$ cat config.mk
export PLATFORM = sky130hd
export DESIGN_NAME = ram_port_arbiter
export DESIGN_NICKNAME = d
export VERILOG_FILES = /design/src/rtl/ram_pkg.sv /design/src/rtl/mem_lane_align.sv /design/src/rtl/ram_port_arbiter.sv
export SDC_FILE = /design/constraint.sdc
export NUM_CORES = 1
export LEC_CHECK = 0
export CAP_MARGIN = 25
export CORE_ASPECT_RATIO = 2
export CORE_MARGIN = 1
export CORE_UTILIZATION = 45
export CTS_CLUSTER_SIZE = 14
export DETAILED_ROUTE_END_ITERATION = 8
export PLACE_DENSITY = 0.86
export SLEW_MARGIN = 25
export SYNTH_ARGS = -nofsm -noshare
export SYNTH_HDL_FRONTEND = slang
export SYNTH_SLANG_ARGS = --single-unit
$ cat constraint.sdc
create_clock -name clk -period 4.67 [get_ports clk]
set_clock_uncertainty 0.05 [all_clocks]
set_input_delay 1.1675 -clock clk [delete_from_list [all_inputs] [get_ports clk]]
set_output_delay 1.1675 -clock clk [all_outputs]
set_load 0.02 [all_outputs]
$ cat src/rtl/ram_pkg.sv
// Shared encodings for the data-side RAM port: access sizes, arbiter states, timeout default.
package ram_pkg;

    localparam logic [1:0] SZ_BYTE = 2'b00;
    localparam logic [1:0] SZ_HALF = 2'b01;
    localparam logic [1:0] SZ_WORD = 2'b10;

    localparam int TIMEOUT_DEF = 15;

    typedef enum logic [1:0] {
        ST_IDLE = 2'd0,
        ST_BUSY = 2'd1,
        ST_RESP = 2'd2
    } arb_state_t;

endpackage

$ cat src/rtl/mem_lane_align.sv
// Byte-lane steering for a 32-bit RAM word: store lane enables/replication, load extract/extend.
// Purely combinational, zero latency, no flow control.
module mem_lane_align
    import ram_pkg::*;
(
    input  logic [1:0]  i_size,
    input  logic [1:0]  i_addr,
    input  logic [31:0] i_wdata,
    input  logic        i_unsigned,
    input  logic [31:0] i_dout,
    output logic [3:0]  o_we,
    output logic [31:0] o_din,
    output logic [31:0] o_rdata,
    output logic        o_misaligned
);

    logic [31:0] w_shift;

    // o_misaligned also flags the reserved size encoding so callers need one legality bit.
    always_comb begin
        o_we         = 4'b0000;
        o_din        = 32'd0;
        o_rdata      = 32'd0;
        o_misaligned = 1'b0;
        w_shift      = i_dout >> {i_addr, 3'b000};
        case (i_size)
            SZ_BYTE: begin
                o_we    = 4'b0001 << i_addr;
                o_din   = {4{i_wdata[7:0]}};
                o_rdata = {{24{w_shift[7] & ~i_unsigned}}, w_shift[7:0]};
            end
            SZ_HALF: begin
                w_shift      = i_dout >> {i_addr[1], 4'b0000};
                o_we         = i_addr[1] ? 4'b1100 : 4'b0011;
                o_din        = {2{i_wdata[15:0]}};
                o_rdata      = {{16{w_shift[15] & ~i_unsigned}}, w_shift[15:0]};
                o_misaligned = i_addr[0];
            end
            SZ_WORD: begin
                o_we         = 4'b1111;
                o_din        = i_wdata;
                o_rdata      = i_dout;
                o_misaligned = |i_addr;
            end
            default: o_misaligned = 1'b1;
        endcase
    end

endmodule

$ cat src/rtl/ram_port_arbiter.sv
// Round-robin owner of the data RAM port for two requesters; one transaction in flight.
// Grant is combinational in IDLE; response one cycle after completion; requesters wait for req_ready.
module ram_port_arbiter
    import ram_pkg::*;
#(
    parameter int ADDR_W  = 17,
    parameter int TIMEOUT = TIMEOUT_DEF
) (
    input  logic                  clk,
    input  logic                  rst,
    input  logic [1:0]            req_valid,
    output logic [1:0]            req_ready,
    input  logic [1:0]            req_we,
    input  logic [3:0]            req_size,
    input  logic [1:0]            req_unsigned,
    input  logic [2*ADDR_W-1:0]   req_addr,
    input  logic [63:0]           req_wdata,
    output logic                  rsp_valid,
    output logic                  rsp_id,
    output logic                  rsp_err,
    output logic [31:0]           rsp_rdata,
    output logic                  mem_en,
    output logic [3:0]            mem_we,
    output logic [ADDR_W-1:0]     mem_addr,
    output logic [31:0]           mem_din,
    input  logic [31:0]           mem_dout,
    input  logic                  mem_read_valid,
    input  logic                  mem_ready
);

    arb_state_t        r_state, w_next;
    logic              r_last, r_id, r_we, r_uns, r_err;
    logic [1:0]        r_size;
    logic [ADDR_W-1:0] r_addr;
    logic [3:0]        r_mem_we;
    logic [31:0]       r_mem_din, r_rdata;
    logic [5:0]        r_cnt;

    logic              w_any, w_win, w_done, w_tmo;
    logic              w_sel_we, w_sel_uns;
    logic [1:0]        w_sel_size, w_al_size, w_al_addr;
    logic [ADDR_W-1:0] w_sel_addr;
    logic [31:0]       w_sel_wdata;
    logic              w_al_uns, w_al_mis;
    logic [3:0]        w_al_we;
    logic [31:0]       w_al_din, w_al_rdata;

    assign w_any = |req_valid;
    // On a tie the requester not served last wins; otherwise the lone valid one.
    assign w_win = (&req_valid) ? ~r_last : req_valid[1];

    assign w_sel_we    = w_win ? req_we[1]                    : req_we[0];
    assign w_sel_uns   = w_win ? req_unsigned[1]              : req_unsigned[0];
    assign w_sel_size  = w_win ? req_size[3:2]                : req_size[1:0];
    assign w_sel_addr  = w_win ? req_addr[2*ADDR_W-1:ADDR_W]  : req_addr[ADDR_W-1:0];
    assign w_sel_wdata = w_win ? req_wdata[63:32]             : req_wdata[31:0];

    // One aligner serves both the grant-time store steering and the busy-time load extract.
    assign w_al_size = (r_state == ST_IDLE) ? w_sel_size      : r_size;
    assign w_al_addr = (r_state == ST_IDLE) ? w_sel_addr[1:0] : r_addr[1:0];
    assign w_al_uns  = (r_state == ST_IDLE) ? w_sel_uns       : r_uns;

    mem_lane_align u_align (
        .i_size       (w_al_size),
        .i_addr       (w_al_addr),
        .i_wdata      (w_sel_wdata),
        .i_unsigned   (w_al_uns),
        .i_dout       (mem_dout),
        .o_we         (w_al_we),
        .o_din        (w_al_din),
        .o_rdata      (w_al_rdata),
        .o_misaligned (w_al_mis)
    );

    always_ff @(posedge clk) begin
        if (rst) r_state <= ST_IDLE;
        else     r_state <= w_next;
    end

    // The first BUSY cycle (r_cnt == 1) never completes: the RAM port needs a cycle to start.
    always_comb begin
        w_next = r_state;
        w_done = 1'b0;
        w_tmo  = 1'b0;
        case (r_state)
            ST_IDLE: if (w_any) w_next = w_al_mis ? ST_RESP : ST_BUSY;
            ST_BUSY: begin
                w_done = (r_cnt != 6'd1) && (r_we ? mem_ready : mem_read_valid);
                w_tmo  = !w_done && (r_cnt == 6'(TIMEOUT));
                if (w_done || w_tmo) w_next = ST_RESP;
            end
            ST_RESP: w_next = ST_IDLE;
            default: w_next = ST_IDLE;
        endcase
    end

    always_ff @(posedge clk) begin
        if (rst) begin
            r_last    <= 1'b1;
            r_id      <= 1'b0;
            r_we      <= 1'b0;
            r_uns     <= 1'b0;
            r_err     <= 1'b0;
            r_size    <= SZ_BYTE;
            r_addr    <= '0;
            r_mem_we  <= 4'b0000;
            r_mem_din <= 32'd0;
            r_rdata   <= 32'd0;
            r_cnt     <= 6'd0;
        end else begin
            case (r_state)
                ST_IDLE: if (w_any) begin
                    r_last    <= w_win;
                    r_id      <= w_win;
                    r_we      <= w_sel_we;
                    r_uns     <= w_sel_uns;
                    r_size    <= w_sel_size;
                    r_addr    <= w_sel_addr;
                    r_mem_we  <= (w_sel_we && !w_al_mis) ? w_al_we : 4'b0000;
                    r_mem_din <= w_al_din;
                    r_err     <= w_al_mis;
                    r_rdata   <= 32'd0;
                    r_cnt     <= 6'd1;
                end
                ST_BUSY: begin
                    r_cnt <= r_cnt + 6'd1;
                    if (w_done) begin
                        r_rdata  <= r_we ? 32'd0 : w_al_rdata;
                        r_mem_we <= 4'b0000;
                    end else if (w_tmo) begin
                        r_err    <= 1'b1;
                        r_rdata  <= 32'd0;
                        r_mem_we <= 4'b0000;
                    end
                end
                default: ;
            endcase
        end
    end

    assign req_ready = (r_state == ST_IDLE && w_any) ? (w_win ? 2'b10 : 2'b01) : 2'b00;
    assign rsp_valid = (r_state == ST_RESP);
    assign rsp_id    = r_id;
    assign rsp_err   = r_err;
    assign rsp_rdata = r_rdata;
    assign mem_en    = (r_state == ST_BUSY);
    assign mem_we    = r_mem_we;
    assign mem_addr  = r_addr;
    assign mem_din   = r_mem_din;

endmodule

==> results.cfg <==
[run_status]
outcome = completed

[die]
rows = 54
core_sq_um = 11000
ios = 235
die_h_microns = 153
fp.dieW_microns = 77.4
start_util_pct = 46.5
die_area_sq_um = 11800

[timing]
hold_slack_ns = 0.391
rsz0062_at_grt = no
tightest_slew_ns = 0.808
drv_slew = 0
tns_ns = 0
fin_crit_ns = 4.04
setup_viol_count_final = 0
fin_ws_ns = 0.626
finalHoldViolations = 0
slew-limit-headroom_pct = 46.0
fmax_ghz = 0.247
post-route-period-util_pct = 86.6

[synth]
syn_nets = 742
syn-cell-area_sq_um = 5120
yosysTopAreaCell = dfxtp_1
synth_ff_type = dfxtp_1
synth_common_cells = dfxtp_1 (100), nor2_1 (69), nand2_1 (47), a21oi_1 (43), o21ai_0 (43)
syn_avg_cell_area_sq_um = 8.59
synthArstFlopShare_pct = 0
synth.most_common_cell = dfxtp_1
synth.area.top_cells = dfxtp_1 (39%), mux2i_1 (7.6%), nor2_1 (5.1%)
seq_area_frac_synth_pct = 39.1
synth.ff_latch_count = 100
syn-instance-count = 596
ys_types = 59
ys_warn_count = 0
synth_top_area_share_pct = 39.1
synth_edf_count = 0

[global_route]
grt_pass1_vias = 5922
grt_pass1_wl_mm = 29.3
grt_antenna_before_repair = 0
track_usage_pct = 31.7
grt.overflow.total = 0
grt_max_degree = 44

[setup_path]
slowest_delay_ns = 0.66
worstPathCellList = clkdlybuf4s50_1 > a21bo_2 > buf_4 > mux2i_1 > a21oi_1 > and2_1 > nand2_1 > a21oi_1 > a221o_1
criticalPathCategory = input pin to flop
critPathMaxFanout = 29
required_ns = 4.92
startpoint = req_valid[0]
timing.rr.start = r_last
cp_num_buf_inv = 2
end_kind = flop
critical_path_arrival_ns = 4.29
cp_top_family = buffers and inverters
crit_top_cell = a21oi_1
startpoint_type = input pin
slowest_stage = and2_1

[clocking]
htree_levels = 3
hold_buffers = 0
clk_latency_ns = 0.35
clkSinkCount = 100
root_buffer = clkbuf_16
ctsResizeCount = 0
cts_setup_buffers = 0
clk_transition_reported_paths_ns = 0.07
cts_tree = built
numCtsBuffers = 9
cts_max_path_buffers = 2

[drt]
wirelength_mm = 18.9
drtIter0Drc = 371
wl_per_cell_microns = 19.7
drcViolationCount = 0
drt-vias-per-instance = 6.18
drt_pass1_iterations = 5
vias = 5928
ant_nets = 0

[placement]
hpwlAfterDp_mm = 14.4
place_congestion = 0.953
io_buffers = 234
dpl_worst_slack_ns = 0.312

[hold_path]
hp-class = flop to flop
hold_path.startpoint = mem_din[30]

[layout]
syn2layout_area_growth_pct = 54.3
drive_above_1_share_pct = 7.93
nets = 961
diodes = 0

[pwr]
leakagePower_uw = 0.00286
p_per_area_nw_per_um2 = 576
ir_drop_v = 0.000329

[flow_run]
cap_violations = 0
[per-layer routing]
metal  global-route usage, %  part of all wire [%]  up-vias
met3                    6.39                   7.5       83
met4                    22.6                   6.5        0
met2                    56.7                    53      344
met1                    31.8                    33     2772
met5                       0                     0        -
li1                        -                     -     2729
[through the flow]
step                      util, %  cell area [sq um]  power [uW]  cells
after floorplan                 -               5120        2810    596
after global placement       69.1               7610        3710    944
after detailed placement     69.1               7610        3790    944
after CTS                    71.7               7900        4530    960
after global routing         71.7               7900        4800    960
final                        71.7               7900        4550    960
[worst reg2reg max path, delay by kind of cell, from the launching register on]
| family | cells | cell delay [ns] |
|---|---|---|
| simple gates | 2 | 0.95 |
| compound gates | 4 | 0.93 |
| flops | 1 | 0.40 |
| buf+inv | 1 | 0.39 |
| mux | 1 | 0.22 |
[cell families (layout without fill, tap and decap cells)]
kind of cell | after synthesis | in the layout | share of synthesized area [%]
AND/OR/NAND/NOR | 169 | 169 | 15.5
AO/OA/AOI/OAI | 235 | 235 | 33.0
adder cells (fa/ha/maj) | 2 | 2 | 0.489
multiplexers | 39 | 39 | 7.63
buffers and inverters | 51 | 275 | 4.28
flip-flops | 100 | 100 | 39.1
[report_power, final]
group / internal (uW) / switching, uW / total (uW) / leakage (uW)
Clock: 386 / 347 / 732 / 0.000142
Sequential: 1040 / 133 / 1170 / 0.000817
Combinational: 1050 / 1600 / 2650 / 0.00190
Total: 2470 / 2080 / 4550 / 0.00286
[area by class of cell]
| class | instances | area (sq um) |
|---|---|---|
| fillers | 849 | 3110 |
| multi-input cells | 445 | 2920 |
| repair buffers | 254 | 2490 |
| flip-flops and latches | 100 | 2000 |
| clock buffers | 10 | 239 |
| well taps | 140 | 175 |
| clock inverters | 6 | 53.8 |
| inverters | 5 | 18.8 |
[final timing paths]
check / end / slack, ns / cells after the start
hold reg to reg: mem_din[30] / 0.39 / 2
setup reg to reg: mem_din[26] / 1.69 / 8
hold / removal: mem_din[30] / 0.39 / 2
setup / recovery: mem_din[26] / 0.63 / 9
[registers in the layout, indices dropped and copies added (netlist names)]
register / count
mem_din: 32
rsp_rdata: 32
mem_addr: 17
r_cnt: 6
mem_we: 4
r_size: 2
r_state: 2
r_last: 1
r_uns: 1
r_we: 1
rsp_err: 1
rsp_id: 1
[layout by cell type (no fill, tap or decap), drive strengths merged, types with 14 or more instances in the layout]
cell type,instances
dfxtp,100
mux2i,39
a21oi,43
a222oi,15
a211oi,30
a22oi,25
o22ai,23
o21ai,45
nand2,47
nor3,14
clkdlybuf4s50,233
buf,21
nor2,70
No activity file was read; power rests on OpenSTA's default activity.
